<file path="src/rtl/generic_rr_encoder.sv">
// Registered round-robin priority encoder with a valid/ack grant handshake.
// Define GRANT_ONEHOT_EN to add a registered one-hot copy of the grant (grant_onehot).
module generic_rr_encoder #(
  parameter int D = 20
) (
  input  logic                 clk,
  input  logic                 rst_n,
  input  logic [D-1:0]         req,
  input  logic                 enable,
  output logic [$clog2(D)-1:0] grant_idx,
  output logic                 grant_valid,
  input  logic                 grant_ack,
`ifdef GRANT_ONEHOT_EN
  output logic [D-1:0]         grant_onehot,
`endif
  output logic                 busy
);

  localparam int W = $clog2(D);
  localparam logic [W-1:0] PTR_RST = W'(D - 1);

  typedef enum logic {IDLE, GRANT} state_t;

  state_t       r_state, w_state_next;
  logic [W-1:0] r_ptr, w_ptr_next;
  logic [W-1:0] r_grant_idx, w_grant_idx_next;
  logic         r_grant_valid, w_grant_valid_next;
  logic [W-1:0] w_win;
  logic         w_found;
  int           w_cand;

  // Scan D positions starting just after the pointer; the wrap is at D, not 2^W.
  always_comb begin
    w_found = 1'b0;
    w_win   = '0;
    w_cand  = 0;
    for (int o = 0; o < D; o++) begin
      w_cand = int'(r_ptr) + 1 + o;
      if (w_cand >= D) w_cand = w_cand - D;
      if (!w_found && req[w_cand]) begin
        w_found = 1'b1;
        w_win   = W'(w_cand);
      end
    end
  end

  always_comb begin
    w_state_next       = r_state;
    w_ptr_next         = r_ptr;
    w_grant_idx_next   = r_grant_idx;
    w_grant_valid_next = r_grant_valid;
    case (r_state)
      IDLE: begin
        if (enable && w_found) begin
          w_state_next       = GRANT;
          w_grant_idx_next   = w_win;
          w_grant_valid_next = 1'b1;
        end
      end
      GRANT: begin
        // The grant is held regardless of req/enable until it is acknowledged.
        if (grant_ack) begin
          w_state_next       = IDLE;
          w_ptr_next         = r_grant_idx;
          w_grant_valid_next = 1'b0;
        end
      end
      default: begin
        w_state_next       = IDLE;
        w_grant_valid_next = 1'b0;
      end
    endcase
  end

  always_ff @(posedge clk or negedge rst_n) begin
    if (!rst_n) r_state <= IDLE;
    else        r_state <= w_state_next;
  end

  always_ff @(posedge clk or negedge rst_n) begin
    if (!rst_n) begin
      r_ptr         <= PTR_RST;
      r_grant_idx   <= '0;
      r_grant_valid <= 1'b0;
    end else begin
      r_ptr         <= w_ptr_next;
      r_grant_idx   <= w_grant_idx_next;
      r_grant_valid <= w_grant_valid_next;
    end
  end

`ifdef GRANT_ONEHOT_EN
  logic [D-1:0] r_grant_onehot;
  localparam logic [D-1:0] ONE = {{(D-1){1'b0}}, 1'b1};

  always_ff @(posedge clk or negedge rst_n) begin
    if (!rst_n) r_grant_onehot <= '0;
    else        r_grant_onehot <= w_grant_valid_next ? (ONE << w_grant_idx_next) : '0;
  end

  assign grant_onehot = r_grant_onehot;
`endif

  assign grant_idx   = r_grant_idx;
  assign grant_valid = r_grant_valid;
  assign busy        = (r_state == GRANT);

endmodule

</file>
<file path="config.mk">
export PLATFORM = sky130hd
export DESIGN_NAME = generic_rr_encoder
export DESIGN_NICKNAME = d
export VERILOG_FILES = /design/src/rtl/generic_rr_encoder.sv
export SDC_FILE = /design/constraint.sdc
export NUM_CORES = 1
export LEC_CHECK = 0
export CAP_MARGIN = 20
export CORE_MARGIN = 4
export CORE_UTILIZATION = 30
export CTS_CLUSTER_SIZE = 25
export DETAILED_ROUTE_END_ITERATION = 10
export GPL_TIMING_DRIVEN = 0
export PLACE_DENSITY_LB_ADDON = 0.2
export SLEW_MARGIN = 20
export SYNTH_ARGS = -nofsm -noshare
export SYNTH_HDL_FRONTEND = slang
export SYNTH_SLANG_ARGS = --single-unit
</file>
<file path="constraint.sdc">
create_clock -name clk -period 10.4 [get_ports clk]
set_clock_uncertainty 0.2 [all_clocks]
set_input_delay 2.08 -clock clk [delete_from_list [all_inputs] [get_ports clk]]
set_output_delay 2.08 -clock clk [all_outputs]
set_load 0.01 [all_outputs]
</file>
==> flow_summary.toml <==
[outcome]
status = "finished, final reports clean"

[worst_setup_path]
end_kind = "flop"
required_ns = 10.27
r2r-start = "r_ptr[0]$_DFFE_PN1P_"
crit_arrival_ns = 8.90
path_max_fanout = 10
crit_path_start = "r_ptr[0]$_DFFE_PN1P_"
start_kind = "flop"
crit_type = "flop to flop"

[grt]
antenna_found_initial = 0
grt_overflow_total = 0
grt_util_all_layers_pct = 23.7
grt_first_pass_wirelength_um = 48500
grt_pass1_vias = 7498
grt_start_max_net_pins = 16

[yosys]
synth_top_area_cell = "ha_1"
synth_cells = 955
synth-seq-cells = 12
ys_seq_area_share_pct = 4.17
yosysWarnings = 0
synth_nets = 1023
synth.most_common_cell = "nand2_1"
netlist_area_um2 = 7290
synthFlopType = "dfrtp_1"
synth-async-reset-ratio_pct = 100
synth.area.top_cells = "ha_1 7.4%, mux4_2 6.5%, mux2i_1 6.2%, nand2_1 5.1%, xnor2_1 4.4%"
synth-edff-count = 0
netlist-cell-type-count = 110
yosys-top-cells-count = "99 x nand2_1, 62 x a21oi_1, 57 x nor2_1"
synth_top_area_share_pct = 7.38
avgSynthCellArea_um2 = 7.63

[layout]
nets = 1059
drive_above_1_share_pct = 12.9
syn2layout_area_growth_pct = 10.9
n_antenna_cell = 0

[timing]
rsz0062_at_grt = "no"
hold_viol_final = 0
setup_ws_ns = 1.38
report.final.slew_viol_count = 0
slew_headroom_pct = 22.2
setup_viol = 0
period_share_pct = 86.7
tightest_slew_ns = 1.14
fin_hold_ws_ns = 0.341
tns_ns = 0
fin_crit_ns = 9.02
fmax_mhz = 111

[placement]
portBuffers = 30
globalplace.congestion = 1.00
hpwl_um = 26400
dp_slack_ns = 1.73

[die]
fp.dieH_um = 164
start_util_pct = 30.8
core_um2 = 23700
fp-row-count = 56
die_area_um2 = 26900
io_pins = 31
fp.dieW_um = 164

[clock_network]
ctsResizeCount = 0
clock-sinks = 12
clockBufferDepth = 2
tritoncts = "yes"
cts_buffers = 3
cts_hold_buf = 0
postCtsSetupRepairBufs = 0
insertion_delay_ns = 0.24
clk_pin_slew_ns = 0.05
htreeDepth = 1
cts-root-buf = "clkbuf_16"

[drt]
drt_wl_total_um = 32800
avgRoutedWirePerCell_um = 25.1
viasPerCell = 6.33
drc = 0
ant_nets = 0
route.vias.total = 8284
drt_iter0_drc = 1131
firstDrtPassIters = 8

[worst_hold_path]
hp-start = "grant_idx[0]$_DFFE_PN0P_"
hold_class = "flop to flop"

[job]
drv_cap = 0
[kinds of logic (layout without fill, tap and decap cells)]
kind of cell	Yosys count	after routing	synth area share [%]
AOI/OAI and AO/OA	323	323	32.6
adders and majority gates	44	44	7.66
DFF	12	12	4.17
and+or+nand+nor	342	342	24.8
xor gates and xnor gates	54	54	8.70
buffers and inverters	93	128	6.06
muxes	87	87	16.1
[final timing paths]
check	end	slack, ns	cells past startpoint
worst max register to register	grant_idx[2]$_DFFE_PN0P_	1.38	25
max in group asynchronous	r_ptr[1]$_DFFE_PN1P_	7.64	1
worst min register to register	grant_idx[0]$_DFFE_PN0P_	0.34	2
worst max-delay path	grant_idx[2]$_DFFE_PN0P_	1.38	25
min in group asynchronous	grant_idx[4]$_DFFE_PN0P_	1.99	1
worst min-delay path	grant_idx[0]$_DFFE_PN0P_	0.34	2
[layer usage]
layer / vias to the layer above / wire [µm] / global-route usage (%)
met5: - / 0 / 0
met4: 0 / 975 / 5.87
met3: 59 / 3230 / 3.56
met2: 466 / 14400 / 37.8
met1: 4014 / 14200 / 33.5
li1: 3745 / - / -
[critical path, stage by stage, from the launching register on]
cell and delay, ns:
dfstp_2 0.60, buf_4 0.28, inv_1 0.27, ha_1 0.47, buf_2 0.26, inv_1 0.43, ha_1 0.28, nor2b_1 0.28
nor2_1 0.10, xnor2_1 0.71, inv_1 0.22, ha_1 0.25, a21boi_0 0.40, o22ai_1 0.21, a211oi_2 0.33, and2_1 0.23
mux2i_1 0.12, and4_1 0.36, a21oi_2 0.39, nand4_1 0.28, buf_2 0.26, nor2_1 0.34, nand2_1 0.17, a211o_1 0.26
a2111oi_0 0.96, o21ai_1 0.17
[per-stage QoR]
| step | cells | utilization (%) | instance area [µm²] |
|---|---|---|---|
| 4_1_cts | 1309 | 34.1 | 8090 |
| 5_1_grt | 1309 | 34.1 | 8090 |
| 3_3_place_gp | 1304 | 33.7 | 7990 |
| 2_1_floorplan | 955 | - | 7290 |
| 3_5_place_dp | 1305 | 33.8 | 8000 |
| 6_report | 1309 | 34.1 | 8090 |
[state kept, by name (all words and copies together) (netlist names)]
register and count:
busy 1, grant_idx 5, grant_valid 1, r_ptr 5
[cell usage in the layout, fill, tap and decap left out, drive strengths merged, types with 11 or more instances in the layout]
| cell type | n |
|---|---|
| nand2 | 99 |
| nand3 | 35 |
| ha | 43 |
| mux2 | 20 |
| nor3 | 22 |
| mux2i | 46 |
| inv | 35 |
| xnor2 | 43 |
| a21boi | 15 |
| nor2b | 11 |
| a221oi | 12 |
| clkbuf | 27 |
| nand2b | 19 |
| and3 | 13 |
| o22ai | 11 |
| o211ai | 20 |
| a31oi | 16 |
| and2 | 19 |
| nor2 | 57 |
| a211oi | 15 |
| a21oi | 65 |
| o21ai | 53 |
| buf | 35 |
| clkdlybuf4s50 | 30 |
| mux4 | 21 |
| a21o | 13 |
[area by class of cell]
| type | instances | area (µm²) |
|---|---|---|
| sequential | 12 | 304 |
| fill | 2595 | 15600 |
| clock buffer | 4 | 88.8 |
| inverter | 36 | 138 |
| tap | 319 | 399 |
| multi-input combinational | 850 | 6540 |
| buffer | 57 | 304 |
| timing repair buffer | 31 | 308 |
Power is left out: the tool's default activity adds up to more than one toggle a clock period on the data nets, which glitch-free logic cannot reach.
